File: config.mk
export PLATFORM = sky130hd
export DESIGN_NAME = pif_led_sequencer
export DESIGN_NICKNAME = d
export VERILOG_FILES = /design/src/rtl/pif_led_sequencer.sv
export SDC_FILE = /design/constraint.sdc
export NUM_CORES = 1
export LEC_CHECK = 0
export ABC_AREA = 1
export CAP_MARGIN = 20
export CORE_MARGIN = 1
export CORE_UTILIZATION = 50
export CTS_CLUSTER_DIAMETER = 200
export DETAILED_ROUTE_END_ITERATION = 7
export PLACE_DENSITY = 0.72
export SYNTH_ARGS = -nofsm -noshare
export SYNTH_HDL_FRONTEND = slang
export SYNTH_SLANG_ARGS = --single-unit
File: constraint.sdc
create_clock -name xclk -period 7.6 [get_ports xclk]
set_input_delay 1.14 -clock xclk [delete_from_list [all_inputs] [get_ports xclk]]
set_output_delay 1.14 -clock xclk [all_outputs]
set_load 0.01 [all_outputs]
File: src/rtl/pif_led_sequencer.sv
// rtl/pif_led_sequencer.sv - register-programmed 4-step LED pattern sequencer
module pif_led_sequencer #(
    parameter int CLK_DIV   = 16,
    parameter int ADDR_BITS = 4
) (
    input  logic                 xclk,
    input  logic                 sys_rst,
    input  logic                 wr_stb,
    input  logic [ADDR_BITS-1:0] wr_addr,
    input  logic [7:0]           wr_data,
    input  logic [ADDR_BITS-1:0] rd_addr,
    output logic [7:0]           rd_data,
    input  logic                 red_in,
    input  logic                 green_in,
    output logic                 led_r,
    output logic                 led_g,
    output logic                 busy,
    output logic [1:0]           step_idx,
    output logic                 done
);

    localparam int              PW       = $clog2(CLK_DIV);
    localparam logic [PW-1:0]   PRE_LAST = PW'(CLK_DIV - 1);

    typedef enum logic [1:0] {
        S_IDLE = 2'd0,
        S_LOAD = 2'd1,
        S_RUN  = 2'd2
    } state_t;

    state_t          state_q, state_d;
    logic [1:0]      step_q, step_d;
    logic            loop_q, loop_d;
    logic [1:0]      mode_q, mode_d;
    logic [5:0]      rem_q, rem_d;
    logic [PW-1:0]   pre_q, pre_d;
    logic [7:0]      tbl_q [4];
    logic [7:0]      tbl_d [4];
    logic            busy_q, busy_d;
    logic            done_q, done_d;
    logic            led_r_q, led_r_d;
    logic            led_g_q, led_g_d;
    logic [7:0]      rd_data_q, rd_data_d;

    logic            ctrl_wr;
    logic            start_req;
    logic            stop_req;
    logic            adv;
    logic [1:0]      nxt_mode;
    logic            nxt_lit;

    // Next-state: register writes, step scheduling, and LED/readback lookahead
    always_comb begin
        state_d   = state_q;
        step_d    = step_q;
        loop_d    = loop_q;
        mode_d    = mode_q;
        rem_d     = rem_q;
        pre_d     = pre_q;
        tbl_d     = tbl_q;
        done_d    = 1'b0;
        adv       = 1'b0;
        nxt_mode  = 2'b00;
        nxt_lit   = 1'b0;
        led_r_d   = 1'b0;
        led_g_d   = 1'b0;
        rd_data_d = 8'h00;

        ctrl_wr   = wr_stb && (wr_addr == '0);
        start_req = ctrl_wr && wr_data[0];
        stop_req  = ctrl_wr && wr_data[2];

        if (ctrl_wr) begin
            loop_d = wr_data[1];
        end
        for (int i = 0; i < 4; i++) begin
            if (wr_stb && (wr_addr == ADDR_BITS'(i + 1))) begin
                tbl_d[i] = wr_data;
            end
        end

        case (state_q)
            S_LOAD: begin
                // The working copy is taken here so later table writes do not disturb this step
                mode_d = tbl_q[step_q][7:6];
                rem_d  = tbl_q[step_q][5:0];
                pre_d  = '0;
                if (tbl_q[step_q][5:0] == 6'd0) begin
                    adv = 1'b1;
                end else begin
                    state_d = S_RUN;
                end
            end
            S_RUN: begin
                if (pre_q == PRE_LAST) begin
                    pre_d = '0;
                    rem_d = rem_q - 6'd1;
                    if (rem_q == 6'd1) begin
                        adv = 1'b1;
                    end
                end else begin
                    pre_d = pre_q + PW'(1);
                end
            end
            default: ;
        endcase

        // End-of-table decision sees a loop bit written in this same cycle
        if (adv) begin
            if (step_q != 2'd3) begin
                step_d  = step_q + 2'd1;
                state_d = S_LOAD;
            end else if (loop_d) begin
                step_d  = 2'd0;
                state_d = S_LOAD;
            end else begin
                step_d  = 2'd0;
                state_d = S_IDLE;
                done_d  = 1'b1;
            end
        end

        if (start_req) begin
            state_d = S_LOAD;
            step_d  = 2'd0;
            pre_d   = '0;
            done_d  = 1'b0;
        end
        if (stop_req) begin
            state_d = S_IDLE;
            step_d  = 2'd0;
            pre_d   = '0;
            done_d  = 1'b0;
        end

        busy_d = (state_d != S_IDLE);

        // LEDs cover the whole step including its LOAD cycle; skipped steps stay dark
        case (state_d)
            S_LOAD: begin
                nxt_mode = tbl_d[step_d][7:6];
                nxt_lit  = (tbl_d[step_d][5:0] != 6'd0);
            end
            S_RUN: begin
                nxt_mode = mode_d;
                nxt_lit  = 1'b1;
            end
            default: ;
        endcase

        if (nxt_lit) begin
            case (nxt_mode)
                2'b01: begin
                    led_r_d = red_in;
                    led_g_d = green_in;
                end
                2'b10: begin
                    led_r_d = red_in;
                    led_g_d = red_in;
                end
                2'b11: begin
                    led_r_d = 1'b1;
                    led_g_d = 1'b1;
                end
                default: ;
            endcase
        end

        case (rd_addr)
            ADDR_BITS'(0): rd_data_d = {6'b0, loop_q, 1'b0};
            ADDR_BITS'(1): rd_data_d = tbl_q[0];
            ADDR_BITS'(2): rd_data_d = tbl_q[1];
            ADDR_BITS'(3): rd_data_d = tbl_q[2];
            ADDR_BITS'(4): rd_data_d = tbl_q[3];
            ADDR_BITS'(5): rd_data_d = {busy_q, loop_q, 4'b0, step_q};
            default:       rd_data_d = 8'h00;
        endcase
    end

    // State and registered outputs, cleared by the synchronous reset
    always_ff @(posedge xclk) begin
        if (!sys_rst) begin
            state_q   <= S_IDLE;
            step_q    <= 2'd0;
            loop_q    <= 1'b0;
            mode_q    <= 2'b00;
            rem_q     <= 6'd0;
            pre_q     <= '0;
            tbl_q     <= '{default: 8'h00};
            busy_q    <= 1'b0;
            done_q    <= 1'b0;
            led_r_q   <= 1'b0;
            led_g_q   <= 1'b0;
            rd_data_q <= 8'h00;
        end else begin
            state_q   <= state_d;
            step_q    <= step_d;
            loop_q    <= loop_d;
            mode_q    <= mode_d;
            rem_q     <= rem_d;
            pre_q     <= pre_d;
            tbl_q     <= tbl_d;
            busy_q    <= busy_d;
            done_q    <= done_d;
            led_r_q   <= led_r_d;
            led_g_q   <= led_g_d;
            rd_data_q <= rd_data_d;
        end
    end

    assign rd_data  = rd_data_q;
    assign led_r    = led_r_q;
    assign led_g    = led_g_q;
    assign busy     = busy_q;
    assign step_idx = step_q;
    assign done     = done_q;

endmodule
==> out/results.txt <==
The type of the worst setup path was reg -> reg. At the worst endpoint, the required time is 7880 ps. The area added between synthesis and finish is 16.9%.

The run gives 29 as the site row count. The highest net fanout along the worst path was 21; the fraction of layout cells with a size suffix above 1 was 6.53%. The largest total area in the synthesized netlist belongs to sky130_fd_sc_hd__dfxtp_1.

After layout, the worst path uses 50.5% of the clock period. Global routing used 26.9% of the available tracks. TritonCTS built the clock tree. The most common cell in the synthesized netlist is sky130_fd_sc_hd__nand2_1. The run gives 0 ps as the final setup TNS.

The worst-skew pair later-pin latency was 350 ps; the cell count after synthesis was 514. For the final-report hold violation count, the log shows 0. The count of different cell masters after synthesis was 38. The logs give 488 ps for the worst hold slack and 548 for the net count after synthesis. The via count of the first global-routing pass is 3173, and the fraction of synthesis flops using an asynchronous set or reset pin is 0%. Dominant synthesized flop cell: sky130_fd_sc_hd__dfxtp_1. The tools report the cell leakage power as 1.79 nW. The wire-length estimate of the detail-placed layout is 6550 um. STA classifies the critical path endpoint as a flop. The number of input and output port buffers inserted is 34. The signal arrival time at the worst endpoint is 4120 ps.

The run finished with clean final reports. Worst vdd rail ir drop: 0.106 mV. A synthesized cell averages 6.65 um2. The area fraction of the dominant cell type after synthesis was 35.8%. The measured slew at the worst slew-check pin is 962 ps, and the largest net degree at the start of global routing is 52.

CTS built an H-tree with a depth of 3. Post-CTS timing repair inserted 0 buffers for setup. The tools report the sequential-to-total area share from yosys stat as 35.8%. In this run the tightest slew margin relative to its limit is 35.8%. Buffers inserted to repair hold after CTS numbered 0. STA classifies the critical path startpoint as a flop. Total design power: 0.000682 W. The reported max-cap violation count is 0.

Setup repair after global routing left no endpoint under its margin. The tools report the total number of nets in the final design as 581. The kind of cell with the highest combined delay along the critical path is simple AND/OR/NAND/NOR gates. The logs give 0.00342 mm2 for the post-synth design cell area and 9 for the TritonCTS buffer count. The worst-case setup slack after placement was 3490 ps; the width of the die was 84.7 um.

Synthesis inferred 61 register bits. Global routing finished with a remaining overflow of 0. The worst hold path belongs to the class reg -> reg. Counting flops with a built-in enable in the synthesized netlist gives 0.

The critical path's largest stage delay is 960 ps. Derived from the worst setup path, the maximum achievable clock frequency is 0.261 GHz. 0 antenna diodes ended up in the layout. The first global-routing pass estimated 15000 um of wire. Using the TritonRoute via totals, the vias-per-cell ratio works out to 5.44.

The die is 84.7 um tall. The count of nets left with antenna violations once routing finished came out at 0. The buffer cell driving the clock tree root is sky130_fd_sc_hd__clkbuf_8. The run gives 0 as the final-report max-slew violation count. The number of optimization iterations in the first detailed-route pass was 5; the shortest period the worst path allows was 3840 ps. The tools report the total via count in the routed design as 3417. Counting instances in the post-synthesis netlist gives the leading cell types as sky130_fd_sc_hd__nand2_1 (104), sky130_fd_sc_hd__nor2_1 (82), sky130_fd_sc_hd__inv_1 (77). The clock passes through at most 2 buffers.

The initial utilization of the core area, before any placement, comes to 52.9%. Yosys printed 0 warnings. The post-detailed-route DRC marker count is 0, and the routed length per instance is 14.6 um. Together, buffers and inverters on the worst path number 4. Setup violations remaining at the end of the flow were counted as 0. Counting every sink on the clock net gives 61.

Wire length reported by the detailed router: 9150 um. After clock tree synthesis, the clock-pin slew on the worst setup and hold paths is 70 ps. For the number of top-level pins, the log shows 35. After clock tree synthesis, the repair step resized 0 gates. The cell area power density works out to 171 mW/mm2. The critical path goes through inv_4, nand2_1, nand3_1, nand2_1, nand2_1, nor2_4, nand3_2, nand2_2, nand2_4, inv_1, o21ai_0, a31oi_1, inv_1, ha_1, inv_1, a21oi_1, ha_1, nor2_1, o21ai_0, nor2_1. Critical path's slowest cell: sky130_fd_sc_hd__dfxtp_1. Routability-driven placement finished with a final weighted congestion of 0.891. The first routing iteration left 303 violations. Placeable core region: 0.00646 mm2. Initial antenna violation count: 0.

The die covers 0.00717 mm2. The run gives 3760 ps as the final worst slack. On the final layout, the worst clock skew is 12.7 ps. Ranked by total cell area, the synthesized netlist is headed by sky130_fd_sc_hd__dfxtp_1 (36%), sky130_fd_sc_hd__nand2_1 (11%), sky130_fd_sc_hd__nor2_1 (9.0%).
flip-flops by register name, summed over array words and instances (netlist names):
name	cells
led_r	1
step_idx	2
rd_data	8
tbl_q	32
loop_q	1
pre_q	4
done	1
led_g	1
busy	1
state_q	2
rem_q	6
mode_q	2
where the power goes:
part           total [W]  switching [W]  internal (W)  leakage [nW]
Sequential      0.000326     0.00000234      0.000324         0.493
Clock           0.000298       0.000132      0.000166         0.101
Combinational  0.0000577      0.0000352     0.0000224          1.20
cell type report:
| type | count | area (um2) |
|---|---|---|
| fill | 610 | 2470 |
| tap | 77 | 96.3 |
| inverter | 81 | 307 |
| clock inverter | 4 | 47.5 |
| clock buffer | 11 | 151 |
| timing repair buffer | 35 | 348 |
| multi-input combinational | 359 | 1820 |
| sequential | 61 | 1220 |
cell usage in the layout (no fill, tap or decap), types with 2 or more instances in the layout:
master	count
sky130_fd_sc_hd__a21oi_1	14
sky130_fd_sc_hd__a311oi_1	2
sky130_fd_sc_hd__clkbuf_8	11
sky130_fd_sc_hd__clkdlybuf4s50_1	34
sky130_fd_sc_hd__clkinv_2	2
sky130_fd_sc_hd__dfxtp_1	61
sky130_fd_sc_hd__ha_1	13
sky130_fd_sc_hd__inv_1	77
sky130_fd_sc_hd__inv_2	2
sky130_fd_sc_hd__nand2_1	104
sky130_fd_sc_hd__nand2_2	4
sky130_fd_sc_hd__nand2_4	2
sky130_fd_sc_hd__nand3_1	34
sky130_fd_sc_hd__nand3_2	3
sky130_fd_sc_hd__nand3b_1	2
sky130_fd_sc_hd__nand4_1	9
sky130_fd_sc_hd__nor2_1	82
sky130_fd_sc_hd__nor2_2	2
sky130_fd_sc_hd__nor3_1	4
sky130_fd_sc_hd__o211ai_1	4
sky130_fd_sc_hd__o21a_1	7
sky130_fd_sc_hd__o21ai_0	42
sky130_fd_sc_hd__o21ai_1	2
sky130_fd_sc_hd__o22ai_1	13
sky130_fd_sc_hd__or2_2	4
sky130_fd_sc_hd__xor2_1	2
per-layer routing:
layer / wire length (um) / global-route usage [%] / up-vias
li1: - / - / 1722
met1: 4180 / 34.7 / 1548
met2: 4190 / 45.0 / 133
met3: 619 / 5.41 / 14
met4: 153 / 9.09 / 0
met5: 0 / 0 / -
stage by stage:
step	cell area, um2	instances	util, %
after floorplan	3420	514	-
after global placement	3790	613	58.7
after detailed placement	3790	613	58.7
after CTS	3990	628	61.8
after global routing	3990	628	61.8
final	3990	628	61.8
worst min-delay path, cell delays in order (launching register included):
cell and delay [ps]:
sky130_fd_sc_hd__dfxtp_1 320, sky130_fd_sc_hd__nand2_1 60, sky130_fd_sc_hd__a21oi_1 60
kinds of logic after synthesis:
logic type	count (synthesis)	synth area share, %
AO/OA/AOI/OAI	91	15.6
XOR/XNOR	2	0.513
adder cells (fa/ha/maj)	13	4.76
buffers and inverters	94	10.9
flip-flops	61	35.8
AND/OR/NAND/NOR	253	32.5
worst paths after layout:
kind	startpoint	endpoint	slack [ps]	cells past startpoint
worst max-delay path	step_idx[0]	led_r	3760	20
worst max register to register	step_idx[0]	led_r	3760	20
worst min-delay path	rem_q[5]	rem_q[5]	490	2
worst min register to register	rem_q[5]	rem_q[5]	490	2
Power figures use the tool's default switching activity.
